### src/rtl/dot_seq_pkg.sv
// ============================================================================
// Module  : dot_seq_pkg
// Brief   : Shared types for the dot-product operand sequencer.
// Revision: 1.0
// ============================================================================
`default_nettype none

package dot_seq_pkg;

  localparam int STATE_W = 2;

  typedef enum logic [STATE_W-1:0] {
    ST_IDLE  = 2'd0,
    ST_CLEAR = 2'd1,
    ST_RUN   = 2'd2,
    ST_DONE  = 2'd3
  } state_t;

endpackage

`default_nettype wire

### src/rtl/dot_seq_fifo.sv
// ============================================================================
// Module  : dot_seq_fifo
// Brief   : Synchronous FIFO for operand pairs with flush; no write-to-read bypass.
// Revision: 1.0
// ============================================================================
`default_nettype none

module dot_seq_fifo #(
  parameter int WIDTH = 16,
  parameter int DEPTH = 4
) (
  input  logic             clk,
  input  logic             reset,
  input  logic             flush,
  input  logic             push,
  input  logic             pop,
  input  logic [WIDTH-1:0] wdata,
  output logic [WIDTH-1:0] rdata,
  output logic             full,
  output logic             empty
);

  localparam int PTR_W = $clog2(DEPTH);

  logic [WIDTH-1:0] mem [DEPTH];
  logic [PTR_W-1:0] wr_ptr;
  logic [PTR_W-1:0] rd_ptr;
  logic [PTR_W:0]   count;
  logic             do_push;
  logic             do_pop;

  // Flush takes priority so an aborting job cannot leave a stray pair behind.
  assign do_push = push && !full && !flush;
  assign do_pop  = pop && !empty && !flush;

  always_ff @(posedge clk) begin
    if (reset || flush) begin
      wr_ptr <= '0;
      rd_ptr <= '0;
      count  <= '0;
    end else begin
      if (do_push) wr_ptr <= wr_ptr + 1'b1;
      if (do_pop)  rd_ptr <= rd_ptr + 1'b1;
      case ({do_push, do_pop})
        2'b10:   count <= count + 1'b1;
        2'b01:   count <= count - 1'b1;
        default: count <= count;
      endcase
    end
  end

  always_ff @(posedge clk) begin
    if (do_push && !reset) mem[wr_ptr] <= wdata;
  end

  assign rdata = mem[rd_ptr];
  assign full  = (count == (PTR_W+1)'(DEPTH));
  assign empty = (count == '0);

endmodule

`default_nettype wire

### src/rtl/dot_seq_feeder.sv
// ============================================================================
// Module  : dot_seq_feeder
// Brief   : Buffers operand pairs and streams a job of len pairs into an fma.
//           Optional abort input enabled by defining DOT_SEQ_ABORT_EN.
// Revision: 1.0
// ============================================================================
`default_nettype none

module dot_seq_feeder
  import dot_seq_pkg::*;
#(
  parameter int WIDTH = 8,
  parameter int DEPTH = 4,
  parameter int LEN_W = 8
) (
  input  logic             clk,
  input  logic             reset,
  input  logic             start,
  input  logic [LEN_W-1:0] len,
  input  logic             in_valid,
  output logic             in_ready,
  input  logic [WIDTH-1:0] in_a,
  input  logic [WIDTH-1:0] in_b,
`ifdef DOT_SEQ_ABORT_EN
  input  logic             abort,
`endif
  output logic [WIDTH-1:0] fma_ina,
  output logic [WIDTH-1:0] fma_inb,
  output logic             fma_enable,
  output logic             fma_clear,
  output logic             busy,
  output logic             done,
  output logic [LEN_W-1:0] issued
);

  state_t             state;
  state_t             state_nxt;
  logic [LEN_W-1:0]   len_q;
  logic [LEN_W-1:0]   issued_inc;
  logic               abort_req;
  logic               fifo_full;
  logic               fifo_empty;
  logic [2*WIDTH-1:0] fifo_head;

`ifdef DOT_SEQ_ABORT_EN
  assign abort_req = abort && ((state == ST_CLEAR) || (state == ST_RUN));
`else
  assign abort_req = 1'b0;
`endif

  dot_seq_fifo #(
    .WIDTH (2*WIDTH),
    .DEPTH (DEPTH)
  ) u_fifo (
    .clk   (clk),
    .reset (reset),
    .flush (abort_req),
    .push  (in_valid),
    .pop   (fma_enable),
    .wdata ({in_a, in_b}),
    .rdata (fifo_head),
    .full  (fifo_full),
    .empty (fifo_empty)
  );

  // A pair offered during an abort is dropped, so it must not see a handshake.
  assign in_ready   = !fifo_full && !abort_req;
  assign fma_ina    = fifo_head[2*WIDTH-1:WIDTH];
  assign fma_inb    = fifo_head[WIDTH-1:0];
  assign fma_clear  = reset || (state == ST_CLEAR);
  assign issued_inc = issued + 1'b1;

  always_ff @(posedge clk) begin
    if (reset) state <= ST_IDLE;
    else       state <= state_nxt;
  end

  // Leaving RUN on the last enable puts done one cycle after the final accumulate.
  always_comb begin
    state_nxt = state;
    case (state)
      ST_IDLE:  if (start) state_nxt = ST_CLEAR;
      ST_CLEAR: state_nxt = ST_RUN;
      ST_RUN:   if ((issued == len_q) || (fma_enable && (issued_inc == len_q)))
                  state_nxt = ST_DONE;
      ST_DONE:  state_nxt = ST_IDLE;
      default:  state_nxt = ST_IDLE;
    endcase
    if (abort_req) state_nxt = ST_IDLE;
  end

  always_comb begin
    fma_enable = 1'b0;
    busy       = 1'b0;
    done       = 1'b0;
    case (state)
      ST_CLEAR: busy = 1'b1;
      ST_RUN: begin
        busy       = 1'b1;
        fma_enable = (issued != len_q) && !fifo_empty && !abort_req;
      end
      ST_DONE:  done = 1'b1;
      default:  ;
    endcase
  end

  always_ff @(posedge clk) begin
    if (reset) begin
      issued <= '0;
      len_q  <= '0;
    end else if ((state == ST_IDLE) && start) begin
      issued <= '0;
      len_q  <= len;
    end else if (fma_enable) begin
      issued <= issued_inc;
    end
  end

endmodule

`default_nettype wire

### config.mk
export PLATFORM = sky130hd
export DESIGN_NAME = dot_seq_feeder
export DESIGN_NICKNAME = d
export VERILOG_FILES = /design/src/rtl/dot_seq_pkg.sv /design/src/rtl/dot_seq_fifo.sv /design/src/rtl/dot_seq_feeder.sv
export SDC_FILE = /design/constraint.sdc
export NUM_CORES = 1
export LEC_CHECK = 0
export CAP_MARGIN = 20
export CORE_MARGIN = 5
export CORE_UTILIZATION = 54
export DETAILED_ROUTE_END_ITERATION = 8
export PLACE_DENSITY_LB_ADDON = 0.2
export REMOVE_ABC_BUFFERS = 1
export SLEW_MARGIN = 15
export SYNTH_ARGS = -nofsm -noshare
export SYNTH_HDL_FRONTEND = slang
export SYNTH_HIERARCHICAL = 1
export SYNTH_SLANG_ARGS = --single-unit
### constraint.sdc
create_clock -name clk -period 2.9 [get_ports clk]
set_input_delay 0.435 -clock clk [delete_from_list [all_inputs] [get_ports clk]]
set_output_delay 0.435 -clock clk [all_outputs]
set_load 0.005 [all_outputs]
==> impl_results.md, run 1 <==
* Synth cell types at 53
* N_diodes at 0
* Nets@finish at 389
* CP max-delay cell: dfxtp_1
* Switching share of power at 0.2380
* Worst Hold Class: reg2reg
* Comb pwr share at 0.140
* Power density cells at 559.9 nW/um^2
* Leakage at 1.642 nW
* Hold wc startpoint: len_q[5]$_SDFFE_PP0P_
* Area grow syn2layout at 22.13%
* Top Metal Used: met4
* Crit path cell chain: xnor2_1, and4_4, a21oi_4, nor3b_2, ha_1, inv_1, fa_1, xor2_1, or3_1, a21oi_1
* Worst EP required at 3.19 ns
* Sw Pwr at 0.6568 mW
* Sequential Power Share at 0.530
* Drc violations at 0
* Worst-path maximum fanout at 7
* Drt total wl at 7295 microns
* Type of the worst setup path: reg2reg
* Die area at 9304 sq um
* CTS tree: yes
* Register area share after synthesis at 0.6100
* Ys async rst share at 0
* RR Startpoint: issued[3]$_SDFFE_PP0P_
* Synth warn at 6
* Highest ir drop seen on vdd at 0.3572 mV
* Largest net degree at the start of global routing at 21
* Number of antenna violations at the first check in global routing at 0
* Clk_lat worst skew at 0.35 ns
* Vias in the first global route at 2432
* Sink Count at 91
* Routed len/inst at 16.10 microns
* Post_cts resized at 0
* Dpl ws at 0.2578 ns
* Setup ws final at 0.2184 ns
* Met2 WL post-DR at 3661 microns
* FILL cells at 511
* Max-slew violation count at 0
* Post-DP HPWL at 4984 microns
* Gate Count Post-Synth at 280
* Clk pwr share at 0.331
* Setup violators final at 0
* Core Region at 7253 sq um
* Final Skew at 0.009187 ns
* Drt pass-1 iters at 4
* Layout cells sized above 1 at 0.1638
* Hold_buf cts at 0
* Floorplan row count at 31
* Fmax achieved at 372.9 MHz
* CP bufs+invs at 1
* DR vias/cell at 5.311
* M1 WL at 3113 microns
* Num CTS Buffers at 9
* CTS Buffer Depth at 2
* Final Hold Viols at 0
* H-tree lvl count at 3
* CP max stage delay at 0.48 ns
* DR iter-0 viols at 64
* GR Overflow Total at 0
* PortBufs at 56
* Clk root buf: clkbuf_8
* CP delay by family, top: simple AND/OR/NAND/NOR gates
* Crit path DAT at 2.97 ns
* Synth Flop Type: edfxtp_1
* Register bit count reported by yosys at 91
* Post-Syn Area per Cell at 14.42 sq um
* Crit path depth at 10
* Startpoint Class: flip-flop
* Mapped Area at 4036 sq um
* RePlAce Congestion at 0.8226
* CP Launch Point: issued[3]$_SDFFE_PP0P_
* Min cycle time layout at 2.682 ns
* Initial core utilization at 0.5565
* Total track usage at 0.1691
* Worst-path clk slew at 0.09 ns
* Post-route setup TNS at 0 ns
* Critical Path End Type: flip-flop
* # IOs at 57
* Post-synth EDFFs at 64
* RSZ-0062 raised after global routing: false
* Post-route ant nets at 0
* Internal power at 2.103 mW
* Final period utilization at 0.9247
* Die span in x at 96.46 microns
* Worst hold stages at 2
* Die Ht at 96.46 microns
* DR vias at 2406
* Max-cap check violation count at 0
* # Post-CTS Setup Buffers at 0
* Worst r2r path cells at 10
* First-pass GRT wire length at 11630 microns
* Final Util at 0.6797
* Met3 wire len at 438 microns
* Status: finished clean
[per-stage QoR]
step	hold slack, ns	power (mW)	cells	area, sq um
2_1_floorplan	0.4420	1.717	272	3954
3_3_place_gp	0.4705	1.869	437	4713
3_5_place_dp	0.4740	1.874	437	4713
4_1_cts	0.4854	2.784	453	4930
5_1_grt	0.5124	2.888	453	4930
6_report	0.4815	2.760	453	4930
[area by class of cell]
type                            instances  area, sq um  share of cell area
Multi-Input combinational cell        169         1446              0.2934
Inverter                               12        45.04            0.009137
Clock buffer                           10        127.6             0.02589
Clock inverter                          6        88.84             0.01802
Tap cell                               99        123.9             0.02513
Timing Repair Buffer                   66        635.6              0.1289
Sequential cell                        91         2462              0.4995
[power by group through the flow]
stage | registers [mW] | logic, mW | clock network, mW
5_1_grt | 1.47 | 0.427 | 0.995
6_report | 1.46 | 0.386 | 0.913
3_3_place_gp | 1.49 | 0.380 | 0
2_1_floorplan | 1.48 | 0.235 | 0
3_5_place_dp | 1.49 | 0.384 | 0
4_1_cts | 1.46 | 0.389 | 0.934
[routing by layer]
metal / global-route usage / up-vias
met4: 0.06192 / 0
met2: 0.2856 / 74
met5: 0 / -
met3: 0.04648 / 6
li1: - / 1165
met1: 0.2086 / 1161
[cell usage in the layout (no fill, tap or decap), drive strengths merged, types with 3 or more instances in the layout]
cell type / Yosys / final
mux2i: 5 / 5
inv: 12 / 13
clkdlybuf4s50: 0 / 56
o21ai: 4 / 4
nand3: 14 / 14
dfxtp: 27 / 27
xor2: 9 / 9
xnor2: 12 / 12
clkbuf: 3 / 10
mux4: 16 / 16
nor2: 17 / 17
and4: 3 / 3
ha: 11 / 11
buf: 10 / 10
nor3: 4 / 4
a21oi: 14 / 14
nor3b: 5 / 5
or3: 3 / 3
edfxtp: 64 / 64
and3: 4 / 4
conb: 1 / 6
nand2: 15 / 15
[cells in the mapped netlist (3+ instances only)]
cell type / count / area [sq um]
a21oi_1: 13 / 65.06
mux4_2: 16 / 360.4
inv_1: 11 / 41.29
o21ai_0: 4 / 20.02
nor3_1: 4 / 20.02
xnor2_1: 12 / 105.1
ha_1: 11 / 137.6
edfxtp_1: 64 / 1922
or3_1: 3 / 18.77
dfxtp_1: 27 / 540.5
nor2_1: 17 / 63.81
xor2_1: 8 / 70.07
nor3b_2: 5 / 62.56
nand3_1: 14 / 70.07
buf_6: 6 / 67.56
nand2_1: 15 / 56.30
mux2i_1: 5 / 50.05
[worst reg2reg max path, cell delays in order (launching register included)]
cell	delay [ns]
dfxtp_1	0.48
xnor2_1	0.14
and4_4	0.22
a21oi_4	0.15
nor3b_2	0.32
ha_1	0.25
inv_1	0.06
fa_1	0.38
xor2_1	0.16
or3_1	0.31
a21oi_1	0.14
[cell families after synthesis]
group | share of synthesized area
and+or+nand+nor | 0.1144
muxes | 0.1017
adders and majority gates | 0.03906
buffers and inverters | 0.03627
other | 0.0009291
xor gates and xnor gates | 0.04743
DFF | 0.6100
AOI/OAI and AO/OA | 0.05022
[path summary, 6_finish.rpt]
path                                   to  slack, ns
min                 len_q[5]$_SDFFE_PP0P_       0.48
max          u_fifo/count[2]$_SDFFE_PP0P_       0.22
min reg2reg         len_q[5]$_SDFFE_PP0P_       0.48
max reg2reg  u_fifo/count[2]$_SDFFE_PP0P_       0.22
[state kept, by name, summed over array words and instances (netlist names), named ones only]
signal	count
u_fifo/count	3
u_fifo/wr_ptr	2
issued	8
len_q	8
u_fifo/mem	64
u_fifo/rd_ptr	2
state	2
Note: power is estimated with default switching activity, not from simulation.
==> run 2: changes to the inputs <==
ABC_CLOCK_PERIOD_IN_PS = 2900   (was default)
CAP_MARGIN = default   (was 20)
==> results of run 2 <==
Final layout, timing and power as in run 1 (identical DEF).
==> run 3: changes to the inputs <==
CORE_MARGIN = default   (was 5)
==> run 3 against run 2 <==
Effect of this change: maximum frequency rose by 2.7%; die area is 16% lower; worst hold slack improved by 0.0080 ns; sequential share of layout area is 0.13 points lower; final area grew 0.25%; register-to-register slack improved by 0.09 ns; setup slack improved by 0.070 ns; clock skew grew 0.0021 ns; combinational power is essentially flat; final cell count grew 0.44%; sequential power barely moved.
==> impl_results.md, run 3 (same netlist as run 1, synthesis figures left out) <==
* Commonest non-fill, non-tap cell in the layout: edfxtp_1 (unchanged)
* Max-slew violation count at 0 (unchanged)
* DR vias/cell at 5.308 (was 5.311)
* Num CTS Buffers at 9 (unchanged)
* Worst-margin pin slew at 0.5669 ns
* Crit path cell chain: xnor2_1, nor4b_2, a21oi_4, buf_4, clkdlybuf4s50_1 (was xnor2_1, and4_4, a21oi_4, nor3b_2, ha_1, inv_1, fa_1, xor2_1, or3_1, a21oi_1)
* Reg with most FFs: u_fifo/mem (unchanged)
* Die area at 7824 sq um (was 9304 sq um)
* Worst Hold Class: reg2reg (unchanged)
* Type of the worst setup path: reg2out (was reg2reg)
* # Post-CTS Setup Buffers at 0 (unchanged)
* Total track usage at 0.2007 (was 0.1691)
* PortBufs at 56 (unchanged)
* Power density cells at 557.3 nW/um^2 (was 559.9 nW/um^2)
* Nets@finish at 391 (was 389)
* Area grow syn2layout at 22.44% (was 22.13%)
* DR vias at 2415 (was 2406)
* Critical Path End Type: output pin (was flip-flop)
* Max-cap check violation count at 0 (unchanged)
* Final period utilization at 0.9007 (was 0.9247)
* CTS tree: yes (unchanged)
* DP Cell Count at 439 (was 437)
* Core Region at 7253 sq um (unchanged)
* Post-DP Area at 4728 sq um (was 4713 sq um)
* Sink Count at 91 (unchanged)
* Floorplan row count at 31 (unchanged)
* GR Overflow Total at 0 (unchanged)
* Final Cell Area at 4942 sq um (was 4930 sq um)
* RSZ-0062 raised after global routing: false (unchanged)
* Total power at 2.754 mW (was 2.760 mW)
* Drc violations at 0 (unchanged)
* Largest net degree at the start of global routing at 21 (unchanged)
* Status: finished clean (unchanged)
* Highest ir drop seen on vdd at 0.4747 mV (was 0.3572 mV)
* H-tree lvl count at 3 (unchanged)
* Final Hold Viols at 0 (unchanged)
* Post-DP HPWL at 4830 microns (was 4984 microns)
* FILL cells at 520 (was 511)
* Largest regs: u_fifo/mem x64, issued x8, len_q x8 (unchanged)
* Vias in the first global route at 2397 (was 2432)
* # IOs at 57 (unchanged)
* Startpoint Class: flip-flop (unchanged)
* Worst-path clk slew at 0.10 ns (was 0.09 ns)
* CP delay by family, top: buffers and inverters (was simple AND/OR/NAND/NOR gates)
* Crit path DAT at 2.18 ns (was 2.97 ns)
* Hold_buf cts at 0 (unchanged)
* First-pass GRT wire length at 11510 microns (was 11630 microns)
* Worst-path maximum fanout at 10 (was 7)
* Non-filler cells, final at 455 (was 453)
* Final Util at 0.6814 (was 0.6797)
* Min cycle time layout at 2.612 ns (was 2.682 ns)
* Post_cts resized at 0 (unchanged)
* Post-route ant nets at 0 (unchanged)
* Setup violators final at 0 (unchanged)
* Setup ws final at 0.2879 ns (was 0.2184 ns)
* Final Skew at 0.01131 ns (was 0.009187 ns)
* Clk_lat worst skew at 0.37 ns (was 0.35 ns)
* CTS Buffer Depth at 2 (unchanged)
* Fmax achieved at 382.8 MHz (was 372.9 MHz)
* N_diodes at 0 (unchanged)
* Routed len/inst at 15.54 microns (was 16.10 microns)
* Die Ht at 88.46 microns (was 96.46 microns)
* Drt pass-1 iters at 4 (unchanged)
* Post-route setup TNS at 0 ns (unchanged)
* RePlAce Congestion at 0.8665 (was 0.8226)
* CP max stage delay at 0.45 ns (was 0.48 ns)
* Die span in x at 88.46 microns (was 96.46 microns)
* Initial core utilization at 0.5565 (unchanged)
* Dpl ws at 0.3092 ns (was 0.2578 ns)
* Worst EP required at 2.47 ns (was 3.19 ns)
* Largest register FFs at 64 (unchanged)
* CP max-delay cell: nor4b_2 (was dfxtp_1)
* Leakage at 1.658 nW (was 1.642 nW)
* Layout cells sized above 1 at 0.1742 (was 0.1638)
* DR iter-0 viols at 95 (was 64)
* Rel. slew slack at 0.6191
* Clk root buf: clkbuf_8 (unchanged)
* Commonest cells after routing, fill and taps aside: 64 x edfxtp_1, 56 x clkdlybuf4s50_1, 27 x dfxtp_1 (unchanged)
* Drt total wl at 7070 microns (was 7295 microns)
* Hold slack at 0.4895 ns (was 0.4815 ns)
* CP bufs+invs at 2 (was 1)
* Number of antenna violations at the first check in global routing at 0 (unchanged)
## run 3: cell type report
class	count	area [sq um]	area share
repair buffers	68	650.6	0.1316
clock buffers	9	123.9	0.02506
inverters	12	45.04	0.009114
flip-flops and latches	91	2462	0.4982
multi-input cells	169	1446	0.2927
clock inverters	7	90.09	0.01823
well taps	99	123.9	0.02506
## run 3: metal layers
layer / part of all wire / global-route usage
met1: 0.45 / 0.2618
met2: 0.50 / 0.3280
met3: 0.035 / 0.04291
met4: 0.018 / 0.08358
met5: 0 / 0
## run 3: worst min-delay path, cell delays in order (launching register included)
cell and delay (ns):
dfxtp_1 0.34, nand2_1 0.06, a21oi_1 0.05
## run 3: worst paths after layout
check | startpoint | end | slack (ns) | cells after the start
max | issued[4]$_SDFFE_PP0P_ | fma_enable | 0.29 | 5
min | len_q[5]$_SDFFE_PP0P_ | len_q[5]$_SDFFE_PP0P_ | 0.49 | 2
max reg2reg | issued[7]$_SDFFE_PP0P_ | u_fifo/count[2]$_SDFFE_PP0P_ | 0.31 | 10
min reg2reg | len_q[5]$_SDFFE_PP0P_ | len_q[5]$_SDFFE_PP0P_ | 0.49 | 2
## run 3: power breakdown
group	internal, mW	total, mW	switching (mW)
clock	0.422	0.913	0.490
combinational	0.189	0.383	0.194
sequential	1.43	1.46	0.0318
total	2.04	2.75	0.716
